==> src/rtl/conv_feed_pkg.sv <==
// Shared constants, types and config decode for the CONV lane-stream feeder.
// Defaults here match the CONV top; the feeder re-derives sizes from its own parameters.
package conv_feed_pkg;

    localparam int unsigned DEF_DW   = 8;
    localparam int unsigned DEF_K    = 4;
    localparam int unsigned DEF_FMAP = 64;
    localparam int unsigned DEF_COLS = 2;
    localparam int unsigned DEF_AW   = 16;

    localparam int unsigned LANES    = DEF_K * DEF_COLS;
    localparam int unsigned KBEATS   = (DEF_K * DEF_K) / LANES;
    localparam int unsigned ROWPOS   = DEF_FMAP - DEF_K + 1;
    localparam int unsigned COLBEATS = DEF_FMAP / DEF_COLS;

    // Channel/kernel counters hold up to 32
    localparam int unsigned CNT_W = 6;

    typedef enum logic {
        BEAT_KERN = 1'b0,
        BEAT_FMAP = 1'b1
    } beat_kind_e;

    typedef enum logic [1:0] {
        ST_IDLE  = 2'd0,
        ST_KERN  = 2'd1,
        ST_FMAP  = 2'd2,
        ST_DRAIN = 2'd3
    } feed_state_e;

    typedef struct packed {
        beat_kind_e kind;
        logic       last;
    } beat_tag_t;

    // 0->8, 1->16, 2->24, 3 and above->32
    function automatic logic [CNT_W-1:0] cfg_to_count(input logic [2:0] cfg);
        logic [1:0] idx;
        idx = (cfg > 3'd3) ? 2'd3 : cfg[1:0];
        return CNT_W'({idx, 3'b000}) + CNT_W'(8);
    endfunction

endpackage

==> src/rtl/feed_skid_fifo.sv <==
// Two-entry FIFO decoupling memory read returns from the downstream handshake.
// Simultaneous push and pop keeps occupancy and order.
module feed_skid_fifo #(
    parameter int unsigned W = 66
) (
    input  logic         clk,
    input  logic         rst,
    input  logic         push,
    input  logic         pop,
    input  logic [W-1:0] wdata,
    output logic [W-1:0] rdata,
    output logic [1:0]   count
);

    logic [W-1:0] mem [2];
    logic         wr_ptr;
    logic         rd_ptr;
    logic         do_push;
    logic         do_pop;

    assign do_pop  = pop && (count != 2'd0);
    assign do_push = push && ((count != 2'd2) || do_pop);
    assign rdata   = mem[rd_ptr];

    always_ff @(posedge clk or posedge rst) begin
        if (rst) begin
            mem[0] <= '0;
            mem[1] <= '0;
            wr_ptr <= 1'b0;
            rd_ptr <= 1'b0;
            count  <= 2'd0;
        end else begin
            if (do_push) begin
                mem[wr_ptr] <= wdata;
                wr_ptr      <= ~wr_ptr;
            end
            if (do_pop) begin
                rd_ptr <= ~rd_ptr;
            end
            count <= count + 2'(do_push) - 2'(do_pop);
        end
    end

endmodule

==> src/rtl/conv_stream_feeder.sv <==
// Walks kernel/channel/row/column loops, reads kernel and fmap memories and emits
// the CONV lane stream with valid/ready backpressure and start/busy/done control.
module conv_stream_feeder
    import conv_feed_pkg::*;
#(
    parameter int unsigned DW   = DEF_DW,
    parameter int unsigned K    = DEF_K,
    parameter int unsigned FMAP = DEF_FMAP,
    parameter int unsigned COLS = DEF_COLS,
    parameter int unsigned AW   = DEF_AW
) (
    input  logic                  clk,
    input  logic                  rst,
    input  logic                  start,
    input  logic [2:0]            cfg_ci,
    input  logic [2:0]            cfg_co,
    output logic                  busy,
    output logic                  done,
    output logic [AW-1:0]         kn_addr,
    input  logic [K*COLS*DW-1:0]  kn_rdata,
    output logic [K*AW-1:0]       fm_addr,
    input  logic [K*COLS*DW-1:0]  fm_rdata,
    output logic                  rd_en,
    output logic                  o_valid,
    input  logic                  o_ready,
    output logic [K*COLS*DW-1:0]  o_data,
    output logic                  o_kind,
    output logic                  o_last
);

    localparam int unsigned N_LANES    = K * COLS;
    localparam int unsigned N_KBEATS   = (K * K) / N_LANES;
    localparam int unsigned N_ROWPOS   = FMAP - K + 1;
    localparam int unsigned N_COLBEATS = FMAP / COLS;
    localparam int unsigned BW = (N_KBEATS > 1) ? $clog2(N_KBEATS) : 1;
    localparam int unsigned RW = (N_ROWPOS > 1) ? $clog2(N_ROWPOS) : 1;
    localparam int unsigned JW = (N_COLBEATS > 1) ? $clog2(N_COLBEATS) : 1;
    localparam int unsigned BEAT_W = N_LANES * DW;
    localparam int unsigned FIFO_W = BEAT_W + 2;
    // Address jump from the last window of a channel to row 0 of the next one
    localparam int unsigned CH_STEP = (K - 1) * N_COLBEATS + 1;

    feed_state_e      state, state_n;
    logic [CNT_W-1:0] nci, nci_n, nco, nco_n;
    logic [CNT_W-1:0] kn, kn_n, ch, ch_n;
    logic [BW-1:0]    b, b_n;
    logic [RW-1:0]    r, r_n;
    logic [JW-1:0]    j, j_n;
    logic [AW-1:0]    kaddr, kaddr_n;
    logic [AW-1:0]    faddr [K];
    logic [AW-1:0]    faddr_n [K];
    logic             fa_load;
    logic [AW-1:0]    fa_step;
    logic             busy_n, done_n;
    logic             issue_c, pop_c, room_c;
    logic [2:0]       credit_c;
    beat_tag_t        tag_c, tag_pend;
    logic             rd_pend;
    logic [1:0]       fifo_count;
    logic [FIFO_W-1:0] fifo_wdata, fifo_rdata;
    logic [BEAT_W-1:0] fm_lanes;

    assign o_valid  = (fifo_count != 2'd0);
    assign pop_c    = o_valid && o_ready;
    // Occupancy after this cycle's pop plus the read still returning
    assign credit_c = 3'(fifo_count) + 3'(rd_pend) - 3'(pop_c);
    assign room_c   = (credit_c < 3'd2);
    assign rd_en    = issue_c;
    assign kn_addr  = kaddr;

    for (genvar g = 0; g < K; g++) begin : g_faddr
        assign fm_addr[g*AW +: AW] = faddr[g];
    end

    // Lane c*K+k takes column c of row port k (column-major across rows)
    for (genvar gc = 0; gc < COLS; gc++) begin : g_col
        for (genvar gk = 0; gk < K; gk++) begin : g_row
            assign fm_lanes[(gc*K+gk)*DW +: DW] = fm_rdata[(gk*COLS+gc)*DW +: DW];
        end
    end

    always_ff @(posedge clk or posedge rst) begin
        if (rst) begin
            state <= ST_IDLE;
        end else begin
            state <= state_n;
        end
    end

    always_comb begin
        state_n = state;
        nci_n   = nci;
        nco_n   = nco;
        kn_n    = kn;
        ch_n    = ch;
        b_n     = b;
        r_n     = r;
        j_n     = j;
        kaddr_n = kaddr;
        fa_load = 1'b0;
        fa_step = '0;
        issue_c = 1'b0;
        tag_c   = '{kind: BEAT_KERN, last: 1'b0};
        done_n  = 1'b0;

        case (state)
            ST_IDLE: begin
                if (start) begin
                    state_n = ST_KERN;
                    nci_n   = cfg_to_count(cfg_ci);
                    nco_n   = cfg_to_count(cfg_co);
                    kn_n    = '0;
                    ch_n    = '0;
                    b_n     = '0;
                    r_n     = '0;
                    j_n     = '0;
                    kaddr_n = '0;
                    fa_load = 1'b1;
                end
            end
            ST_KERN: begin
                if (room_c) begin
                    issue_c = 1'b1;
                    kaddr_n = kaddr + AW'(1);
                    if (b == BW'(N_KBEATS - 1)) begin
                        b_n     = '0;
                        state_n = ST_FMAP;
                    end else begin
                        b_n = b + BW'(1);
                    end
                end
            end
            ST_FMAP: begin
                if (room_c) begin
                    issue_c    = 1'b1;
                    tag_c.kind = BEAT_FMAP;
                    fa_step    = AW'(1);
                    if (j != JW'(N_COLBEATS - 1)) begin
                        j_n = j + JW'(1);
                    end else begin
                        j_n = '0;
                        if (r != RW'(N_ROWPOS - 1)) begin
                            r_n = r + RW'(1);
                        end else begin
                            r_n        = '0;
                            tag_c.last = 1'b1;
                            if (ch != nci - CNT_W'(1)) begin
                                ch_n    = ch + CNT_W'(1);
                                fa_step = AW'(CH_STEP);
                                state_n = ST_KERN;
                            end else begin
                                ch_n    = '0;
                                fa_load = 1'b1;
                                if (kn != nco - CNT_W'(1)) begin
                                    kn_n    = kn + CNT_W'(1);
                                    state_n = ST_KERN;
                                end else begin
                                    state_n = ST_DRAIN;
                                end
                            end
                        end
                    end
                end
            end
            ST_DRAIN: begin
                // done is pulsed while still in DRAIN so a start in that cycle is ignored
                if (done) begin
                    state_n = ST_IDLE;
                end else if (!rd_pend &&
                             ((fifo_count == 2'd0) || ((fifo_count == 2'd1) && pop_c))) begin
                    done_n = 1'b1;
                end
            end
            default: state_n = ST_IDLE;
        endcase

        busy_n = (state_n != ST_IDLE);
    end

    always_comb begin
        for (int k = 0; k < K; k++) begin
            faddr_n[k] = fa_load ? AW'(k * N_COLBEATS) : faddr[k] + fa_step;
        end
    end

    always_ff @(posedge clk or posedge rst) begin
        if (rst) begin
            nci      <= '0;
            nco      <= '0;
            kn       <= '0;
            ch       <= '0;
            b        <= '0;
            r        <= '0;
            j        <= '0;
            kaddr    <= '0;
            for (int k = 0; k < K; k++) begin
                faddr[k] <= '0;
            end
            busy     <= 1'b0;
            done     <= 1'b0;
            rd_pend  <= 1'b0;
            tag_pend <= '0;
        end else begin
            nci      <= nci_n;
            nco      <= nco_n;
            kn       <= kn_n;
            ch       <= ch_n;
            b        <= b_n;
            r        <= r_n;
            j        <= j_n;
            kaddr    <= kaddr_n;
            for (int k = 0; k < K; k++) begin
                faddr[k] <= faddr_n[k];
            end
            busy     <= busy_n;
            done     <= done_n;
            rd_pend  <= issue_c;
            tag_pend <= tag_c;
        end
    end

    assign fifo_wdata = {tag_pend, (tag_pend.kind == BEAT_FMAP) ? fm_lanes : kn_rdata};

    feed_skid_fifo #(
        .W(FIFO_W)
    ) u_fifo (
        .clk   (clk),
        .rst   (rst),
        .push  (rd_pend),
        .pop   (pop_c),
        .wdata (fifo_wdata),
        .rdata (fifo_rdata),
        .count (fifo_count)
    );

    assign o_data = fifo_rdata[BEAT_W-1:0];
    assign o_kind = fifo_rdata[FIFO_W-1];
    assign o_last = fifo_rdata[FIFO_W-2];

endmodule

==> config.mk <==
export PLATFORM = sky130hd
export DESIGN_NAME = conv_stream_feeder
export DESIGN_NICKNAME = d
export VERILOG_FILES = /design/src/rtl/conv_feed_pkg.sv /design/src/rtl/feed_skid_fifo.sv /design/src/rtl/conv_stream_feeder.sv
export SDC_FILE = /design/constraint.sdc
export NUM_CORES = 1
export LEC_CHECK = 0
export ABC_AREA = 1
export BUFFER_PORTS_ARGS = -buffer_cell sky130_fd_sc_hd__buf_2
export CAP_MARGIN = 20
export CORE_ASPECT_RATIO = 1.25
export CORE_UTILIZATION = 56
export DETAILED_ROUTE_END_ITERATION = 16
export PLACE_DENSITY = 0.82
export SYNTH_ARGS = -nofsm -noshare
export SYNTH_HDL_FRONTEND = slang
export SYNTH_SLANG_ARGS = --single-unit
==> constraint.sdc <==
create_clock -name clk -period 16.9 [get_ports clk]
set_clock_uncertainty 0.15 [all_clocks]
set_input_delay 0.845 -clock clk [delete_from_list [all_inputs] [get_ports clk]]
set_output_delay 0.845 -clock clk [all_outputs]
set_load 0.005 [all_outputs]
==> qor.csv, run 1 <==
stage,metric,value,unit
grt,grt_first_pass_wirelength,53.6,mm
timing,final_hold_viol_count,0,
clock_tree,clk-insertion-delay-late,0.53,ns
worst_hold_path,min_path_type,in2async,
critical_path,reg2reg_to,fm_addr[45]$_DFF_PP0_,
placement,place_congestion,0.872,
clock_tree,cts_tree,yes,
synthesis,yosysUniqueCellTypes,53,
clock_tree,post_cts_hold_buffer_count,0,
critical_path,cp_data_required_time,17.20,ns
timing,fmax,244,MHz
timing,layout_setup_ws,12.81,ns
finish,utilization_after_layout,0.678,
synthesis,yosys_register_bits,253,
timing,final_period_util,0.242,
drt,drt-total-wl,33.0,mm
placement,port_buffers,287,
drt,drt_first_pass_iters,5,
critical_path,critical_path.cell_chain,inv_2 -> nand2_2 -> nand2_2 -> inv_1 -> ha_1 -> inv_1 -> nand2_1 -> fa_1 -> nand3_4 -> inv_2 -> nand2_4 -> nor2_1 -> ha_1 -> a21oi_1 -> nand2_2 -> nand2_2 -> clkinv_1 -> nand3_1 -> nand2_1 -> nor2_1,
critical_path,timing.critical_path.slowest_cell_delay,0.56,ns
clock_tree,buffers_inserted_during_post_cts_setup_optimization,0,
synthesis,main_combinational_cell_family_by_area_after_synthesis,simple AND/OR/NAND/NOR gates,
power_and_ir_drop,leakage_power,8.56,nW
synthesis,post_synth_xor_area_fraction,0.0150,
drt,ant_nets,0,
status,outcome,"finished, final reports clean",
grt,grt.met1_usage,0.318,
power_and_ir_drop,clockPowerShare,0.290,
floorplan,die_width,141,µm
finish,area_growth_syn_to_layout,19.4,%
finish,fraction_of_final_layout_cells_sized_beyond_drive_strength_1,0.212,
power_and_ir_drop,power,2.31,mW
finish,mostFrequentLayoutCells,"nand2_1, buf_2, dfrtp_1",
grt,grt_pass1_vias,11600,
floorplan,pin_count,288,
power_and_ir_drop,cell_internal_pwr,1.49,mW
synthesis,synth_compound_area_frac,0.103,
floorplan,area_of_the_die,0.0246,mm²
clock_tree,cts.root.buffer_cell,clkbuf_16,
floorplan,initial_core_util,0.568,
critical_path,timing.critical_path.to_type,flip-flop,
job,maxCapViolations,0,
grt,grtUsageTotal,0.268,
timing,final_period_minus_worst_setup_slack,4.09,ns
critical_path,startpoint_type,flip-flop,
drt,detail_route.iter0.violations,652,
synthesis,synth_adder_area_share,0.0332,
synthesis,seq_area_frac_synth,0.471,
power_and_ir_drop,pwr_density_cell,144,mW/mm²
power_and_ir_drop,switching_power,0.824,mW
timing,relSlewSlack,0.473,
critical_path,max_fanout_on_critical_path,8,
critical_path,cpMaxStageDelayCell,fa_1,
power_and_ir_drop,switching_share,0.357,
drt,route.detailed.drc,0,
placement,detailedPlacementHpwl,21.9,mm
floorplan,die_h,175,µm
clock_tree,clkTransAtPathRegs,0.07,ns
drt,routed_via_density,5.20,
critical_path,critPathKind,reg2reg,
power_and_ir_drop,p_seq_frac,0.373,
critical_path,worst-r2r-setup-slack,12.81,ns
synthesis,synth-simple-area-share,0.294,
critical_path,critical_path.reg2reg.startpoint,u_fifo.count[1]$_DFF_PP0_,
timing,worst_pin_slew,0.791,ns
synthesis,yosysWarnings,0,
finish,nFillCells,1934,
finish,final_nets,2186,
grt,grt-ovfl-total,0,
drt,wl_per_cell,14.2,µm
clock_tree,cts_htree_levels,1,
synthesis,yosys-mux-area-fraction,0,
grt,groute.layer.met2.usage,0.482,
critical_path,worst_ep_arrival_time,4.39,ns
clock_tree,cts-buffers-inserted,26,
synthesis,netlist_area,0.0134,mm²
critical_path,worst_path_most_repeated_cell,nand2_2,
timing,setup_viol,0,
grt,grt-busiest-layer,met2,
synthesis,syn_area_per_cell,7.66,µm²
timing,report.final.slew_viol_count,0,
timing,setup_repair_after_global_routing_missed_its_margin,false,
clock_tree,clock_path_buffers,3,
power_and_ir_drop,power_frac_comb,0.337,
floorplan,floorplan.rows,63,
floorplan,floorplan.core_area,0.0236,mm²
critical_path,r2r.worst_path.cells,20,
power_and_ir_drop,worst_ir_drop_vdd,102,µV
placement,setup_slack_at_placement,12.48,ns
synthesis,postSynthNetCount,1927,
synthesis,synth_cells,1754,
finish,most_common_library_cell_in_the_layout_ignoring_fill_and_taps,nand2_1,
timing,hold_slack,0.118,ns
grt,antenna_found_initial,1,
timing,timing.setup.tns,0,ns
grt,grt_start_max_net_pins,146,
clock_tree,tritoncts_num_sinks,253,
drt,num_vias,12100,
clock_tree,post_cts_resized,0,
grt,global_route.usage.met3,0.0438,
==> cells in the mapped netlist, drive strengths merged <==
library cell,count,area (µm²)
a41oi,1,8.76
nand2,718,2750
dfrtp,253,6330
xnor2,6,52.6
buf,38,290
a2111oi,1,8.76
o21ai,190,1020
a21oi,43,245
a31o,1,8.76
a32o,1,10.0
nor3,20,155
xor2,17,149
ha,34,425
inv,185,697
nand3,48,265
nor2,115,528
clkbuf,30,114
nor3b,3,22.5
or2,9,56.3
o22ai,1,6.26
o21bai,3,26.3
nand4,19,119
nor4b,1,8.76
nand3b,3,35.0
o21a,1,7.51
nor4,3,18.8
clkinv,2,7.51
o31ai,1,7.51
a31oi,5,31.3
fa,1,20.0
o2111ai,1,8.76
==> layout make-up <==
cell class / count / area [µm²] / area share
clock inverter: 14 / 251 / 0.0157
antenna: 1 / 2.50 / 0.000156
timing repair buffer: 299 / 1600 / 0.0997
multi-input combinational: 1246 / 6000 / 0.374
clock buffer: 34 / 772 / 0.0481
tap: 292 / 365 / 0.0228
sequential: 253 / 6340 / 0.395
inverter: 187 / 712 / 0.0444
==> flip-flops by register name, summed over array words and instances, names as in the netlist, 2 cells and up <==
signal / cells
u_fifo.mem: 132
nco: 3
nci: 3
u_fifo.count: 2
j: 5
r: 6
fm_addr: 64
kn: 6
state: 2
fifo_wdata: 2
kn_addr: 16
ch: 6
==> through the flow <==
step / area, µm² / cells
6_report: 16000 / 2326
5_1_grt: 16000 / 2326
4_1_cts: 15900 / 2321
3_5_place_dp: 14900 / 2273
3_3_place_gp: 14900 / 2273
2_1_floorplan: 13400 / 1754
==> worst max path at each step <==
| stage | start | cells after the start | to |
|---|---|---|---|
| floorplan | rst | 1 | b$_DFFE_PP0P_ |
| CTS | u_fifo.count[1]$_DFF_PP0_ | 19 | fm_addr[30]$_DFF_PP0_ |
| finish | u_fifo.count[1]$_DFF_PP0_ | 20 | fm_addr[45]$_DFF_PP0_ |
| detailed placement | o_ready | 18 | fm_addr[30]$_DFF_PP0_ |
| global placement | o_ready | 17 | fm_addr[13]$_DFF_PP0_ |
| global route | u_fifo.count[1]$_DFF_PP0_ | 23 | fm_addr[10]$_DFF_PP0_ |
==> power by group through the flow <==
stage               clock network [mW]  registers (mW)  logic (mW)
floorplan                            0           0.852       0.522
global placement                     0           0.861       0.738
detailed placement                   0           0.869       0.763
CTS                              0.682           0.860       0.772
global route                     0.704           0.880       0.886
finish                           0.670           0.862       0.778
==> cell families after synthesis <==
group / Yosys count
AND/OR/NAND/NOR: 939
buffers and inverters: 255
AO/OA/AOI/OAI: 249
adder cells (fa/ha/maj): 35
flip-flops: 253
XOR/XNOR: 23
==> per-layer routing <==
| metal | share of wire | vias up | wire length, µm |
|---|---|---|---|
| li1 | - | 6011 | - |
| met1 | 0.40 | 5634 | 13200 |
| met2 | 0.51 | 380 | 16700 |
| met3 | 0.060 | 73 | 1980 |
| met5 | 0 | - | 0 |
| met4 | 0.033 | 0 | 1070 |
==> worst max-delay path, delay by kind of cell, from the launching register on <==
family	cells	cell delay, ns
AOI/OAI and AO/OA	1	0.27
adders and majority gates	3	1.25
buffers and inverters	5	0.46
DFF	1	0.45
and+or+nand+nor	11	1.45
Power figures use the tool's default switching activity.
==> run 2: changes to the inputs <==
--- a/config.mk
+++ b/config.mk
@@ -9,9 +9,9 @@
 export BUFFER_PORTS_ARGS = -buffer_cell sky130_fd_sc_hd__buf_2
 export CAP_MARGIN = 20
 export CORE_ASPECT_RATIO = 1.25
-export CORE_UTILIZATION = 56
+export CORE_UTILIZATION = 50
 export DETAILED_ROUTE_END_ITERATION = 16
-export PLACE_DENSITY = 0.82
+export PLACE_DENSITY = 0.77
 export SYNTH_ARGS = -nofsm -noshare
 export SYNTH_HDL_FRONTEND = slang
 export SYNTH_SLANG_ARGS = --single-unit
==> constraint.sdc (replaced) <==
create_clock -name clk -period 3.3 [get_ports clk]
set_clock_uncertainty 0.15 [all_clocks]
set_input_delay 0.165 -clock clk [delete_from_list [all_inputs] [get_ports clk]]
set_output_delay 0.165 -clock clk [all_outputs]
set_load 0.005 [all_outputs]
==> qor.csv, run 2 (synthesis results as in run 1) <==
stage,metric,value,unit
clock_tree,clock_path_buffers,3,
timing,layout_setup_ws,-0.194,ns
finish,most_common_library_cell_in_the_layout_ignoring_fill_and_taps,nand2_1,
critical_path,critical_path.cell_chain,inv_2 -> nand2_4 -> buf_4 -> buf_4 -> buf_4 -> buf_4 -> buf_4 -> buf_4 -> buf_4 -> buf_4 -> buf_4 -> buf_4 -> buf_4 -> buf_4 -> buf_4 -> buf_4 -> buf_4 -> buf_4 -> buf_6,
drt,route.detailed.drc,0,
drt,ant_nets,0,
clock_tree,cts-buffers-inserted,26,
finish,final_cell_count_no_fill,2611,
finish,registers.top_by_ff_count,u_fifo.mem,
floorplan,pin_count,288,
status,outcome,finished with violations,
placement,port_buffers,287,
finish,flip_flop_count_of_the_largest_register_all_copies_and_words_added,132,
grt,antenna_found_initial,0,
finish,area_growth_syn_to_layout,40.8,%
timing,setup_repair_after_global_routing_missed_its_margin,true,
floorplan,area_of_the_die,0.0275,mm²
power_and_ir_drop,leakage_power,9.74,nW
timing,report.final.slew_viol_count,0,
floorplan,floorplan.core_area,0.0262,mm²
clock_tree,cts.root.buffer_cell,clkbuf_16,
grt,grtUsageTotal,0.273,
floorplan,floorplan.rows,66,
power_and_ir_drop,pwr_density_cell,663,mW/mm²
finish,antennaDiodeCount,0,
critical_path,timing.critical_path.to_type,output pin,
timing,relSlewSlack,0.389,
timing,final_period_minus_worst_setup_slack,3.49,ns
floorplan,die_width,149,µm
grt,grt_start_max_net_pins,71,
drt,detail_route.iter0.violations,788,
grt,grt_first_pass_wirelength,60.8,mm
floorplan,die_h,185,µm
clock_tree,cts_htree_levels,1,
drt,wl_per_cell,15.4,µm
finish,utilization_after_layout,0.722,
status,violated_checks,setup timing,
drt,drt-total-wl,40.1,mm
timing,fmax,286,MHz
clock_tree,cts_tree,yes,
critical_path,startpoint_type,flip-flop,
drt,drt_first_pass_iters,6,
critical_path,timing.critical_path.slowest_cell_delay,0.41,ns
timing,final_hold_viol_count,0,
finish,fraction_of_final_layout_cells_sized_beyond_drive_strength_1,0.273,
clock_tree,clk-insertion-delay-late,0.53,ns
placement,placed_cells,2369,
job,maxCapViolations,0,
critical_path,critPathKind,reg2out,
placement,place_congestion,0.909,
floorplan,initial_core_util,0.513,
timing,final_period_util,1.06,
critical_path,critical_path.top_delay_family,buffers and inverters,
finish,nFillCells,1773,
critical_path,max_fanout_on_critical_path,2,
grt,grt_pass1_vias,13000,
finish,mostFrequentLayoutCells,"nand2_1, buf_2, dfrtp_1",
finish,multiInputGateArea,0.00666,mm²
placement,detailedPlacementHpwl,23.4,mm
timing,worst_pin_slew,0.916,ns
power_and_ir_drop,worst_ir_drop_vdd,443,µV
drt,routed_via_density,5.21,
worst_hold_path,min_path_type,in2async,
critical_path,worst_path_most_repeated_cell,buf_4,
critical_path,critical_path_buf_inv_count,18,
critical_path,cp_data_required_time,2.98,ns
timing,setup_viol,35,
drt,num_vias,13600,
clock_tree,tritoncts_num_sinks,253,
critical_path,worst_ep_arrival_time,3.18,ns
finish,sequential_cell_area,0.00634,mm²
clock_tree,clkTransAtPathRegs,0.07,ns
critical_path,cpMaxStageDelayCell,dfrtp_1,
finish,final_nets,2425,
grt,grt-ovfl-total,0,
-- run 2: cell count changes in the layout (fill, tap and decap cells not counted), moves of 13 or more --
cell	delta
nand2_1	-21
buf_4	+78
ha_1	-15
ha_4	+15
dlygate4sd3_1	+140
nor2_1	-13
buf_6	+16
-- run 2: stage by stage --
stage	setup TNS, ns	power [mW]	hold slack [ns]	setup slack (ns)	area (µm²)
6_report	-3.41	12.5	0.0727	-0.194	18900
5_1_grt	-9.21	13.4	0.0888	-0.333	18900
4_1_cts	-0.0279	12.3	0.287	-0.0178	18200
3_5_place_dp	-1.24	8.56	0.289	-0.158	15500
3_3_place_gp	-0.174	8.40	0.286	-0.0499	15500
2_1_floorplan	-87.29	7.05	0.182	-0.345	13500
-- run 2: final timing paths --
path | startpoint | end | slack, ns | cells past startpoint
worst max-delay path | u_fifo.count[1]$_DFF_PP0_ | o_valid | -0.19 | 19
worst min-delay path | rst | fm_addr[52]$_DFF_PP0_ | 0.07 | 3
worst max register to register | u_fifo.count[1]$_DFF_PP0_ | fm_addr[47]$_DFF_PP0_ | -0.18 | 21
worst min register to register | u_fifo.mem[21]$_DFFE_PP0P_ | u_fifo.mem[21]$_DFFE_PP0P_ | 0.32 | 2
max in group asynchronous | rst | u_fifo.mem[94]$_DFFE_PP0P_ | 2.11 | 5
min in group clk | u_fifo.mem[21]$_DFFE_PP0P_ | u_fifo.mem[21]$_DFFE_PP0P_ | 0.32 | 2
-- run 2: where the power goes --
group	leakage [nW]	internal, mW	switching [mW]
combinational	6.00	2.08	2.81
sequential	3.29	3.99	0.548
clock	0.456	1.86	1.24
total	9.74	7.93	4.60
-- run 2: metal layers --
| metal | part of all wire | track usage | wire length, µm | vias to the layer above |
|---|---|---|---|---|
| met5 | 0 | 0 | 0 | - |
| met1 | 0.38 | 0.315 | 15200 | 6415 |
| met4 | 0.043 | 0.113 | 1720 | 0 |
| met2 | 0.51 | 0.492 | 20300 | 564 |
| li1 | - | - | - | 6481 |
| met3 | 0.072 | 0.0517 | 2900 | 140 |
-- run 2: tightest hold or removal path, cell delays in order --
cell and delay (ns):
dlygate4sd3_1 0.53, buf_2 0.14, clkinvlp_4 0.35
-- run 2: layout make-up --
cell class	count	area share
Tap cell	340	0.0225
Clock inverter	12	0.00735
Inverter	187	0.0381
Sequential cell	253	0.335
Timing Repair Buffer	538	0.204
Multi-Input combinational cell	1246	0.352
Clock buffer	35	0.0405
-- run 2: timing repair --
item | in CTS | in global routing
hold buffers | 140 | 0
buffers inserted | 41 | 21
pin swaps | 16 | 45
cloned | 0 | 0
hold endpoints to repair | 172 | 0
setup endpoints to repair | 33 | 45
gates resized for setup | 22 | 117
